`config.mk`:
```
export PLATFORM = sky130hd
export DESIGN_NAME = inst_fetch_unit
export DESIGN_NICKNAME = d
export VERILOG_FILES = /design/src/rtl/inst_fetch_unit.sv
export SDC_FILE = /design/constraint.sdc
export NUM_CORES = 1
export LEC_CHECK = 0
export CAP_MARGIN = 20
export CORE_MARGIN = 3
export CORE_UTILIZATION = 40
export DETAILED_ROUTE_END_ITERATION = 10
export HOLD_SLACK_MARGIN = 0.03
export SKIP_CTS_REPAIR_TIMING = 1
export SLEW_MARGIN = 20
export SYNTH_ARGS = -nofsm -noshare
export SYNTH_HDL_FRONTEND = slang
export SYNTH_SLANG_ARGS = --single-unit
```
`constraint.sdc`:
```
create_clock -name clk_i -period 2 [get_ports clk_i]
set_input_delay 0.2 -clock clk_i [delete_from_list [all_inputs] [get_ports clk_i]]
set_output_delay 0.2 -clock clk_i [all_outputs]
set_load 0.05 [all_outputs]
```
`src/rtl/inst_fetch_unit.sv`:
```
// Instruction fetch front end: drives the instruction memory read port, keeps the byte PC
// and hands {word, PC, valid} to decode, with stall back-pressure and redirect handling.
//
// state | meaning
// BOOT  | first edge after reset release; memory still initialising, no response pending
// RUN   | one request per cycle, previous response presented to decode
// HOLD  | decode stalled; inst_* frozen, in-flight word parked in the skid buffer
module inst_fetch_unit #(
    parameter int              DW       = 32,
    parameter int              AW       = 5,
    parameter int              PCW      = 32,
    parameter logic [PCW-1:0]  RESET_PC = '0
) (
    input  logic           clk_i,
    input  logic           rst_i,
    output logic [AW-1:0]  imem_addr_o,
    output logic           imem_rd_en_o,
    input  logic [DW-1:0]  imem_data_i,
    input  logic           stall_i,
    input  logic           redirect_i,
    input  logic [PCW-1:0] redirect_pc_i,
    output logic [DW-1:0]  inst_o,
    output logic [PCW-1:0] inst_pc_o,
    output logic           inst_valid_o,
    output logic           misalign_o
);

    typedef enum logic [1:0] {
        ST_BOOT,
        ST_RUN,
        ST_HOLD
    } state_t;

    state_t         state_q, state_d;
    logic [PCW-1:0] pc_q, pc_d;
    logic [PCW-1:0] req_pc_q, req_pc_d;
    logic [AW-1:0]  addr_q, addr_d;
    logic           rd_en_q, rd_en_d;
    logic [DW-1:0]  inst_q, inst_d;
    logic [PCW-1:0] inst_pc_q, inst_pc_d;
    logic           valid_q, valid_d;
    logic           misalign_q, misalign_d;
    logic           skid_vld_q, skid_vld_d;
    logic [DW-1:0]  skid_data_q, skid_data_d;
    logic [PCW-1:0] skid_pc_q, skid_pc_d;
    logic [PCW-1:0] target;

    assign target = {redirect_pc_i[PCW-1:2], 2'b00};

    always_comb begin
        state_d     = state_q;
        pc_d        = pc_q;
        req_pc_d    = req_pc_q;
        addr_d      = addr_q;
        rd_en_d     = rd_en_q;
        inst_d      = inst_q;
        inst_pc_d   = inst_pc_q;
        valid_d     = valid_q;
        misalign_d  = 1'b0;
        skid_vld_d  = skid_vld_q;
        skid_data_d = skid_data_q;
        skid_pc_d   = skid_pc_q;

        if (redirect_i) begin
            // Whatever is in flight or parked belongs to the squashed path.
            addr_d     = target[AW+1:2];
            rd_en_d    = 1'b1;
            req_pc_d   = target;
            pc_d       = target + PCW'(4);
            valid_d    = 1'b0;
            skid_vld_d = 1'b0;
            misalign_d = |redirect_pc_i[1:0];
            state_d    = ST_RUN;
        end else begin
            case (state_q)
                ST_BOOT: begin
                    addr_d   = pc_q[AW+1:2];
                    rd_en_d  = 1'b1;
                    req_pc_d = pc_q;
                    pc_d     = pc_q + PCW'(4);
                    state_d  = ST_RUN;
                end
                ST_RUN: begin
                    if (stall_i && valid_q) begin
                        skid_vld_d  = rd_en_q;
                        skid_data_d = imem_data_i;
                        skid_pc_d   = req_pc_q;
                        rd_en_d     = 1'b0;
                        state_d     = ST_HOLD;
                    end else begin
                        if (rd_en_q) begin
                            inst_d    = imem_data_i;
                            inst_pc_d = req_pc_q;
                            valid_d   = 1'b1;
                        end else begin
                            valid_d   = 1'b0;
                        end
                        addr_d   = pc_q[AW+1:2];
                        rd_en_d  = 1'b1;
                        req_pc_d = pc_q;
                        pc_d     = pc_q + PCW'(4);
                    end
                end
                ST_HOLD: begin
                    // Memory returns zero while rd_en is low; only the skid entry is trusted.
                    if (!stall_i) begin
                        if (skid_vld_q) begin
                            inst_d    = skid_data_q;
                            inst_pc_d = skid_pc_q;
                            valid_d   = 1'b1;
                        end else begin
                            valid_d   = 1'b0;
                        end
                        skid_vld_d = 1'b0;
                        addr_d     = pc_q[AW+1:2];
                        rd_en_d    = 1'b1;
                        req_pc_d   = pc_q;
                        pc_d       = pc_q + PCW'(4);
                        state_d    = ST_RUN;
                    end
                end
                default: state_d = ST_BOOT;
            endcase
        end
    end

    always_ff @(posedge clk_i or negedge rst_i) begin
        if (!rst_i) begin
            state_q     <= ST_BOOT;
            pc_q        <= RESET_PC;
            req_pc_q    <= '0;
            addr_q      <= '0;
            rd_en_q     <= 1'b0;
            inst_q      <= '0;
            inst_pc_q   <= '0;
            valid_q     <= 1'b0;
            misalign_q  <= 1'b0;
            skid_vld_q  <= 1'b0;
            skid_data_q <= '0;
            skid_pc_q   <= '0;
        end else begin
            state_q     <= state_d;
            pc_q        <= pc_d;
            req_pc_q    <= req_pc_d;
            addr_q      <= addr_d;
            rd_en_q     <= rd_en_d;
            inst_q      <= inst_d;
            inst_pc_q   <= inst_pc_d;
            valid_q     <= valid_d;
            misalign_q  <= misalign_d;
            skid_vld_q  <= skid_vld_d;
            skid_data_q <= skid_data_d;
            skid_pc_q   <= skid_pc_d;
        end
    end

    assign imem_addr_o  = addr_q;
    assign imem_rd_en_o = rd_en_q;
    assign inst_o       = inst_q;
    assign inst_pc_o    = inst_pc_q;
    assign inst_valid_o = valid_q;
    assign misalign_o   = misalign_q;

endmodule

```
* After elaboration in Yosys (flattened, before gate mapping) *
Index checks and enable logic that the tools add are counted.

operators by class
  add/sub/neg operators = 2
  multipliers = 0
  div/mod/pow operators = 0
  $lt $le $gt $ge = 0
  eq/ne operators = 9
  shift operators = 0
  muxes and demuxes = 41
  bitwise gates (word level) = 1
  reduce and logical (&&, ||, !) cells = 13

operators with widths
  kind                   number
  $mux 32                14
  $pmux 32 s3            2
  $pmux 32 s2            2
  $add 32x3->32 const B  2
  $mux 5                 3
  $pmux 5 s3             1
  $mux 1                 12
  $reduce_and 3->1       4
  $ne 3x3->1 const B     3
  $ne 2x2->1 const B     4
  $mux 2                 3
  $pmux 2 s3             1
  $reduce_and 6->1       1
  $pmux 1 s2             2
  $reduce_and 2->1       2
  $reduce_bool 4->1      1
  $pmux 1 s3             1
  $reduce_bool 3->1      1
  $eq 2x1->1 const B     1
  $eq 2x2->1 const B     1
  $logic_not 2->1        1
  $reduce_bool 2->1      1
  $reduce_or 2->1        1
  $logic_and 1x1->1      1
  $not 1->1              1

storage, ports and cells
  register bits = 203
  bits in latches = 0
  RAM bits = 0
  bits in read-only memories = 0
  input bits = 68
  output and inout bits = 72
  memories kept = 0

* Depth between registers and ports, before layout *
Gate-level depths: netlist of run 1.

  depth in word-level cells = 4
  mapped depth = 14
  gate-level depth less buffers = 8

* Worst setup path before layout of run 1 *
OpenSTA, ideal clock, no wires.

  kind = in2reg
  start point = input redirect_i
  end point = register pc_q[30]
  arrival time = 2.718 ns
  data required time = 1.859 ns
  slack = -0.859 ns
  stages = 14
  path through = buf_6 -> buf_6 -> buf_6 -> buf_2 -> buf_2 -> mux2_2 -> ha_1 -> nand4b_1 -> and2_1 -> or4b_4 -> buf_6 -> nor3_1 -> xnor2_1 -> mux2i_1

between the ends
  cells in the longest elaborated chain, start to end = 2
  elaborated cells on any way between the ends = 5

RTL lines
  what                                                              line  source
  start: declaration                                                20    input logic redirect_i,
  $ne 3x3->1 (no line) / $reduce_bool 4->1 (equally long branches)  -
  $reduce_and 3->1 (no line)                                        -
  end signal: assignment                                            143   pc_q <= pc_d;
  end: declaration                                                  35    logic [PCW-1:0] pc_q, pc_d;

Parallel ways exist; a longest one is shown, timed or not.
A chain may end at the register's enable or synchronous reset.

* Worst setup path in the final report of run 1 *
  start point = register pc_q[2]
  end point = register pc_q[22]

between the ends
  cells in the longest elaborated chain, start to end = 4
  elaborated cells on any way between the ends = 5

RTL lines
  what                               line          source
  $add 32x3->32 *                    80, 101, 118
  $mux 32, on equally long branches  106, 84
  $pmux 32 s3 *                      75            case (state_q)
  $mux 32 *                          64            if (redirect_i) begin

Mark *: on every way between the ends. The rest lies on a longest branch, timed or not. The select of a mux whose other input is x is not followed.

==> results of run 1 <==
-- worst paths after layout --
path | slack (ns) | cells past startpoint | to | from
setup / recovery | -0.24 | 9 | pc_q[22] | pc_q[2]
hold reg to reg | 0.51 | 1 | skid_pc_q[24] | skid_pc_q[24]
min in group asynchronous | 0.27 | 2 | inst_o[2] | rst_i
hold / removal | 0.20 | 3 | pc_q[7] | redirect_i
setup reg to reg | -0.24 | 9 | pc_q[22] | pc_q[2]
max in group asynchronous | 1.07 | 3 | pc_q[16] | rst_i
-- layout by cell type, fill, tap and decap left out, types with 3 or more instances in the layout --
cell,synthesis,final
sky130_fd_sc_hd__a21oi_1,84,82
sky130_fd_sc_hd__a22oi_1,5,3
sky130_fd_sc_hd__a22oi_2,1,3
sky130_fd_sc_hd__a31oi_1,4,4
sky130_fd_sc_hd__buf_12,0,15
sky130_fd_sc_hd__buf_4,8,117
sky130_fd_sc_hd__buf_6,4,4
sky130_fd_sc_hd__clkbuf_16,0,17
sky130_fd_sc_hd__clkdlybuf4s50_1,0,134
sky130_fd_sc_hd__dfrtp_1,190,190
sky130_fd_sc_hd__inv_1,6,5
sky130_fd_sc_hd__inv_6,0,3
sky130_fd_sc_hd__inv_8,0,5
sky130_fd_sc_hd__mux2_2,67,65
sky130_fd_sc_hd__mux2i_1,103,103
sky130_fd_sc_hd__nand2_1,55,52
sky130_fd_sc_hd__nand3_1,24,22
sky130_fd_sc_hd__nand3_2,1,3
sky130_fd_sc_hd__nand3b_1,8,8
sky130_fd_sc_hd__nand4_1,4,4
sky130_fd_sc_hd__nand4b_1,5,5
sky130_fd_sc_hd__nor2_1,96,95
sky130_fd_sc_hd__nor3_2,5,9
sky130_fd_sc_hd__nor3_4,0,3
sky130_fd_sc_hd__nor4_4,0,4
sky130_fd_sc_hd__o21ai_0,31,31
sky130_fd_sc_hd__xnor2_1,32,31
sky130_fd_sc_hd__xor2_1,16,16
-- critical path, stage by stage, from the launching register on --
cell and delay, ns:
sky130_fd_sc_hd__dfrtp_1 0.36, sky130_fd_sc_hd__mux2_4 0.17, sky130_fd_sc_hd__ha_4 0.15, sky130_fd_sc_hd__nand4b_1 0.11, sky130_fd_sc_hd__and2_4 0.17, sky130_fd_sc_hd__or4b_4 0.56, sky130_fd_sc_hd__buf_6 0.16, sky130_fd_sc_hd__nor4_4 0.15
sky130_fd_sc_hd__xnor2_1 0.17, sky130_fd_sc_hd__mux2i_1 0.10
-- flip-flops by register name (all words and copies together) (netlist names), 2 cells and up --
signal,flops
inst_o,32
skid_data_q,32
inst_pc_o,30
pc_q,30
skid_pc_q,30
req_pc_q,26
imem_addr_o,4
state_q,2
-- layer usage --
metal,up-vias,global-route usage (%)
met5,-,0
li1,3502,-
met3,20,3.642
met1,3452,25.09
met2,148,28.10
met4,0,4.059
-- power by group through the flow --
stage	clock [mW]	sequential [mW]	combinational, mW
after floorplan	0	8.48	3.94
after global placement	0	6.38	9.25
after detailed placement	0	6.45	9.34
after CTS	3.44	6.37	9.37
after global routing	3.58	6.57	10.0
final	3.34	6.35	9.38
-- per-stage QoR --
step | power (mW) | instances | TNS, ns
finish | 19.06 | 1420 | -1.450
global route | 20.20 | 1420 | -3.290
CTS | 19.17 | 1411 | -1.553
detailed placement | 15.78 | 1379 | -14.63
global placement | 15.63 | 1379 | -12.19
floorplan | 12.42 | 862 | -4.744
-- kinds of logic (layout without fill, tap and decap cells) --
| logic type | count (synthesis) | count (layout) | synth area share [%] |
|---|---|---|---|
| adders and majority gates | 5 | 5 | 0.6670 |
| DFF | 190 | 190 | 50.69 |
| muxes | 170 | 170 | 19.04 |
| and+or+nand+nor | 238 | 238 | 13.01 |
| other | 1 | 2 | 0.03998 |
| AOI/OAI and AO/OA | 142 | 142 | 8.644 |
| buffers and inverters | 67 | 312 | 3.428 |
| xor gates and xnor gates | 48 | 48 | 4.482 |
-- cells in the mapped netlist, drive strengths merged, types with 2 or more instances --
master | instances | area, sq um
dfrtp | 190 | 4755
nor4 | 4 | 37.53
nor3 | 14 | 95.09
nand4 | 7 | 62.56
a31oi | 4 | 25.02
clkbuf | 28 | 105.1
a21oi | 84 | 420.4
mux2 | 67 | 754.5
mux2i | 103 | 1031
nor4b | 2 | 17.52
and3 | 2 | 12.51
nand2b | 3 | 18.77
xor2 | 16 | 140.1
nand4b | 6 | 67.56
nand2 | 55 | 206.5
o21ai | 32 | 160.2
and3b | 2 | 17.52
buf | 32 | 190.2
a221oi | 3 | 32.53
nand3 | 25 | 130.1
nand3b | 10 | 100.1
o22ai | 2 | 12.51
a22oi | 7 | 71.32
nor2b | 2 | 12.51
a21o | 3 | 22.52
nor2 | 96 | 360.4
o211ai | 2 | 15.01
xnor2 | 32 | 280.3
inv | 6 | 22.52
ha | 5 | 62.56
and2 | 4 | 25.02
-- area by class of cell --
cell class	instances	area, sq um
Clock buffer	18	429.2
Clock inverter	14	147.6
Fill cell	2010	9913
Inverter	7	26.28
Multi-Input combinational cell	605	4583
Sequential cell	190	4755
Tap cell	313	391.6
Timing Repair Buffer	273	2601
==> load_flow_metrics.sql, run 1 <==
INSERT INTO impl_metrics (metric_group, metric, value, unit) VALUES
('clock_tree', 'cts_buffer_depth', '2', ''),
('placed_design', 'postPlaceCellArea', '0.01211', 'sq mm'),
('detailed_routing', 'met3_length', '844', 'um'),
('detailed_routing', 'drt_pass_1_iters', '5', ''),
('clock_tree', 'clk_pin_slew_worst_paths', '0.08', 'ns'),
('power_and_ir_drop', 'power-per-cell-area', '1473', 'mW/mm^2'),
('global_route', 'grt_max_degree', '54', ''),
('global_route', 'wire_length_of_the_first_global_routing_pass', '36.82', 'mm'),
('finish', 'synthToLayoutAreaGrowth', '37.90', '%'),
('logic_synthesis', 'syn-cell-area', '0.009379', 'sq mm'),
('power_and_ir_drop', 'p_int', '11.07', 'mW'),
('timing', 'worst_max_slew_pin_slew', '0.5822', 'ns'),
('clock_tree', 'tritoncts.num_buffers', '17', ''),
('global_route', 'gr-total-overflow', '0', ''),
('global_route', 'global_route.usage.total', '17.69', '%'),
('finish', 'post-route-cell-area', '0.01293', 'sq mm'),
('timing', 'fmax', '0.4470', 'GHz'),
('logic_synthesis', 'asyncSetResetFlopFracSynth', '100.0', '%'),
('clock_tree', 'cts_root_buf', 'sky130_fd_sc_hd__clkbuf_16', ''),
('timing', 'slew_viol_final', '0', ''),
('timing', 'layout_setup_ws', '-0.2373', 'ns'),
('detailed_routing', 'detail_route.wirelength.met1', '10.82', 'mm'),
('clock_tree', 'insertion_delay', '0.44', 'ns'),
('worst_setup_path', 'timing_worst_setup_path_type', 'reg -> reg', ''),
('power_and_ir_drop', 'combPwrFrac', '49.2', '%'),
('detailed_routing', 'route.detailed.drc', '0', ''),
('global_route', 'initial_antenna_violation_count', '0', ''),
('power_and_ir_drop', 'p_clk_share', '17.5', '%'),
('logic_synthesis', 'syn-mean-instance-area', '10.89', 'sq um'),
('detailed_routing', 'routedWlPerCell', '15.54', 'um'),
('timing', 'rsz0062_at_grt', 'yes', ''),
('logic_synthesis', 'syn_inst', '861', ''),
('worst_setup_path', 'critPathRequiredTime', '2.31', 'ns'),
('placed_design', 'place_congestion', '0.8229', ''),
('global_route', 'via_count_of_the_first_global_routing_pass', '7036', ''),
('power_and_ir_drop', 'netSwitchingFraction', '41.90', '%'),
('die', 'dieHeight', '159.1', 'um'),
('worst_setup_path', 'critical_path_arrival', '2.55', 'ns'),
('logic_synthesis', 'synth-edff-count', '0', ''),
('logic_synthesis', 'synth-seq-area-share', '50.69', '%'),
('clock_tree', 'htree_num_levels', '4', ''),
('clock_tree', 'cts.sink_count', '190', ''),
('power_and_ir_drop', 'power.static_leakage', '5.393', 'nW'),
('timing', 'finalHoldViolations', '0', ''),
('run_status', 'failed_checks', 'setup timing', ''),
('finish', 'drive_gt1_share', '25.84', '%'),
('die', 'start_util', '41.05', '%'),
('flow_run', 'max-cap-violations', '0', ''),
('placed_design', 'numPortBuffers', '137', ''),
('detailed_routing', 'dr.max_layer_used', 'met4', ''),
('detailed_routing', 'dr_iter_0_viols', '308', ''),
('die', 'fp.dieW', '159.1', 'um'),
('die', 'core_region_area', '0.02285', 'sq mm'),
('timing', 'setup_viol', '15', ''),
('logic_synthesis', 'ys.flop_type', 'sky130_fd_sc_hd__dfrtp_1', ''),
('worst_setup_path', 'crit_path_max_fanout', '5', ''),
('logic_synthesis', 'yosysWarningCount', '0', ''),
('worst_setup_path', 'worst_setup_path_end_kind', 'flip-flop', ''),
('die', 'boundaryPins', '140', ''),
('timing', 'relSlewSlack', '61.06', '%'),
('detailed_routing', 'residual_antenna_violating_net_count_after_detailed_routing', '0', ''),
('detailed_routing', 'vias', '7122', ''),
('power_and_ir_drop', 'worst_ir_drop_vdd', '0.7246', 'mV'),
('power_and_ir_drop', 'switching_power', '7.985', 'mW'),
('timing', 'timing.final.crit_period', '2.237', 'ns'),
('worst_hold_path', 'min_path_type', 'in -> reg', ''),
('timing', 'clock_skew', '0.01191', 'ns'),
('detailed_routing', 'routed_wirelength', '22.07', 'mm'),
('worst_setup_path', 'worst_setup_path_start_kind', 'flip-flop', ''),
('run_status', 'run_status', 'finished, violations left', ''),
('die', 'row_count', '55', '');
Note: power is estimated with default switching activity, not from simulation.
==> run 2: changes to the inputs <==
--- a/config.mk
+++ b/config.mk
@@ -6,6 +6,7 @@
 export NUM_CORES = 1
 export LEC_CHECK = 0
 export CAP_MARGIN = 20
+export CORE_ASPECT_RATIO = 1.2
 export CORE_MARGIN = 3
 export CORE_UTILIZATION = 40
 export DETAILED_ROUTE_END_ITERATION = 10
==> run 2 against run 1 <==
  * The run still ends with setup timing left
  * Highest routed layer unchanged
  * Via count is 0.27% higher
  * Largest cell class unchanged
  * Final cell count hardly changed
  * Critical path depth stayed put
==> load_flow_metrics.sql, run 2 (synthesized netlist as in run 1, its figures left out) <==
INSERT INTO impl_metrics (metric_group, metric, value, unit) VALUES
('run_status', 'run_status', 'finished, violations left', ''),
('run_status', 'failed_checks', 'setup timing', ''),
('worst_setup_path', 'critical_path_arrival', '2.56', 'ns'),
('global_route', 'via_count_of_the_first_global_routing_pass', '7021', ''),
('detailed_routing', 'routedWlPerCell', '15.91', 'um'),
('detailed_routing', 'drt-vias-per-instance', '5.025', ''),
('clock_tree', 'cts_buffer_depth', '2', ''),
('die', 'fp.dieW', '145.8', 'um'),
('power_and_ir_drop', 'worst_ir_drop_vdd', '0.8462', 'mV'),
('placed_design', 'numPortBuffers', '137', ''),
('clock_tree', 'cts.sink_count', '190', ''),
('timing', 'final.period_utilization', '112.5', '%'),
('worst_setup_path', 'ff2ff_path_depth', '9', ''),
('finish', 'mostFrequentLayoutCells', '190 x sky130_fd_sc_hd__dfrtp_1, 135 x sky130_fd_sc_hd__clkdlybuf4s50_1, 119 x sky130_fd_sc_hd__buf_4', ''),
('placed_design', 'dp_hpwl', '16.12', 'mm'),
('timing', 'rsz0062_at_grt', 'yes', ''),
('detailed_routing', 'routed_wirelength', '22.62', 'mm'),
('finish', 'final_core_util', '57.13', '%'),
('worst_setup_path', 'critPathRequiredTime', '2.31', 'ns'),
('die', 'design.die.area', '0.02533', 'sq mm'),
('placed_design', 'place_congestion', '0.8037', ''),
('clock_tree', 'tritoncts.num_buffers', '17', ''),
('die', 'core_region_area', '0.02275', 'sq mm'),
('die', 'dieHeight', '173.7', 'um'),
('detailed_routing', 'dr_iter_0_viols', '316', ''),
('clock_tree', 'insertion_delay', '0.43', 'ns'),
('die', 'row_count', '60', ''),
('timing', 'relSlewSlack', '60.65', '%'),
('power_and_ir_drop', 'power.total', '19.24', 'mW'),
('clock_tree', 'clk_pin_slew_worst_paths', '0.08', 'ns'),
('detailed_routing', 'drt_pass_1_iters', '4', ''),
('timing', 'finalHoldViolations', '0', ''),
('detailed_routing', 'route.detailed.drc', '0', ''),
('timing', 'setup_viol', '10', ''),
('worst_setup_path', 'crit_buf_inv', '1', ''),
('power_and_ir_drop', 'power-per-cell-area', '1481', 'mW/mm^2'),
('die', 'boundaryPins', '140', ''),
('clock_tree', 'cts_root_buf', 'sky130_fd_sc_hd__clkbuf_16', ''),
('worst_setup_path', 'crit_path_max_incr_delay', '0.59', 'ns'),
('worst_setup_path', 'worst_setup_path_end_kind', 'flip-flop', ''),
('finish', 'final_nets', '1171', ''),
('worst_setup_path', 'critical_path.reg2reg.endpoint', 'pc_q[26]', ''),
('timing', 'timing.final.crit_period', '2.249', 'ns'),
('worst_setup_path', 'crit_path_max_fanout', '5', ''),
('finish', 'final-instance-count-excl-fill', '1421', ''),
('worst_setup_path', 'cell_with_the_biggest_individual_delay_on_the_critical_path', 'sky130_fd_sc_hd__or4b_4', ''),
('finish', 'synthToLayoutAreaGrowth', '38.57', '%'),
('detailed_routing', 'residual_antenna_violating_net_count_after_detailed_routing', '0', ''),
('clock_tree', 'htree_num_levels', '4', ''),
('worst_hold_path', 'min_path_cells', '2', ''),
('global_route', 'global_route.usage.total', '17.73', '%'),
('worst_hold_path', 'worstHoldEndpoint', 'req_pc_q[7]', ''),
('global_route', 'gr-total-overflow', '0', ''),
('die', 'start_util', '41.23', '%'),
('detailed_routing', 'vias', '7141', ''),
('global_route', 'grt_max_degree', '57', ''),
('worst_setup_path', 'critical_path.top_delay_family', 'simple AND/OR/NAND/NOR gates', ''),
('worst_setup_path', 'first_element_of_the_critical_path', 'pc_q[3]', ''),
('worst_hold_path', 'hp-start', 'redirect_i', ''),
('flow_run', 'max-cap-violations', '0', ''),
('global_route', 'wire_length_of_the_first_global_routing_pass', '36.85', 'mm'),
('worst_setup_path', 'worst_r2r_startpoint', 'pc_q[3]', ''),
('worst_setup_path', 'rrSetupSlack', '-0.25', 'ns'),
('finish', 'layout_commonest_cell', 'sky130_fd_sc_hd__dfrtp_1', ''),
('worst_setup_path', 'path_cells', 'mux2_4, ha_4, nand4b_1, and2_4, or4b_4, buf_6, nor3_4, xnor2_1, mux2i_1', ''),
('timing', 'worst_max_slew_pin_slew', '0.5902', 'ns'),
('timing', 'clock_skew', '0.01166', 'ns'),
('timing', 'layout_setup_ws', '-0.2493', 'ns'),
('placed_design', 'postPlaceCellArea', '0.01210', 'sq mm'),
('timing', 'timing.hold.ws', '0.06300', 'ns'),
('worst_setup_path', 'timing_worst_setup_path_type', 'reg -> reg', ''),
('global_route', 'initial_antenna_violation_count', '0', ''),
('power_and_ir_drop', 'power.static_leakage', '5.463', 'nW'),
('placed_design', 'placedCellCount', '1379', ''),
('finish', 'drive_gt1_share', '26.28', '%'),
('finish', 'num-fill-cells', '1984', ''),
('clock_tree', 'clock_tree_from_tritoncts', 'yes', ''),
('worst_hold_path', 'min_path_type', 'in -> reg', ''),
('worst_setup_path', 'worst_setup_path_start_kind', 'flip-flop', ''),
('timing', 'fmax', '0.4446', 'GHz'),
('timing', 'slew_viol_final', '0', ''),
('finish', 'num_antenna_cells', '0', ''),
('finish', 'post-route-cell-area', '0.01300', 'sq mm');
==> run 2: cell count changes in the layout (fill, tap and decap cells not counted), sizes merged <==
cell / delta
dlymetal6s2s: -1
bufinv: +1
clkdlybuf4s50: +1
buf: +4
clkbuf: -1
==> run 2: area by class of cell <==
cell class                      instances  area [sq um]  area share, %
Clock inverter                         15         171.4          1.319
Inverter                                7         26.28         0.2022
Sequential cell                       190          4755          36.58
Tap cell                              310         387.9          2.985
Multi-Input combinational cell        605          4621          35.55
Clock buffer                           17         425.4          3.273
Timing Repair Buffer                  277          2610          20.08
==> run 2: how the worst max path moves through the flow <==
stage | to | slack (ns) | cells past startpoint
floorplan | pc_q[26] | -0.65 | 14
global placement | pc_q[22] | -0.51 | 10
detailed placement | pc_q[22] | -0.59 | 10
CTS | pc_q[24] | -0.22 | 9
global route | pc_q[30] | -0.33 | 9
finish | pc_q[26] | -0.25 | 9
==> run 2: metrics by stage <==
step / setup TNS (ns) / setup slack [ns]
detailed placement: -16.69 / -0.5907
global route: -2.669 / -0.3251
finish: -1.416 / -0.2493
floorplan: -4.744 / -0.6459
CTS: -1.426 / -0.2164
global placement: -12.30 / -0.5078
==> run 2: routing by layer <==
metal / vias to the layer above / GRT usage, % / routed length [um]
li1: 3494 / - / -
met1: 3499 / 23.45 / 10210
met2: 129 / 29.68 / 11280
met3: 19 / 3.530 / 772
met4: 0 / 5.107 / 350
met5: - / 0 / 0
==> run 2: report_power, final <==
part	internal (mW)	switching, mW
Sequential	5.45	0.913
Clock	1.79	1.67
Combinational	3.98	5.45
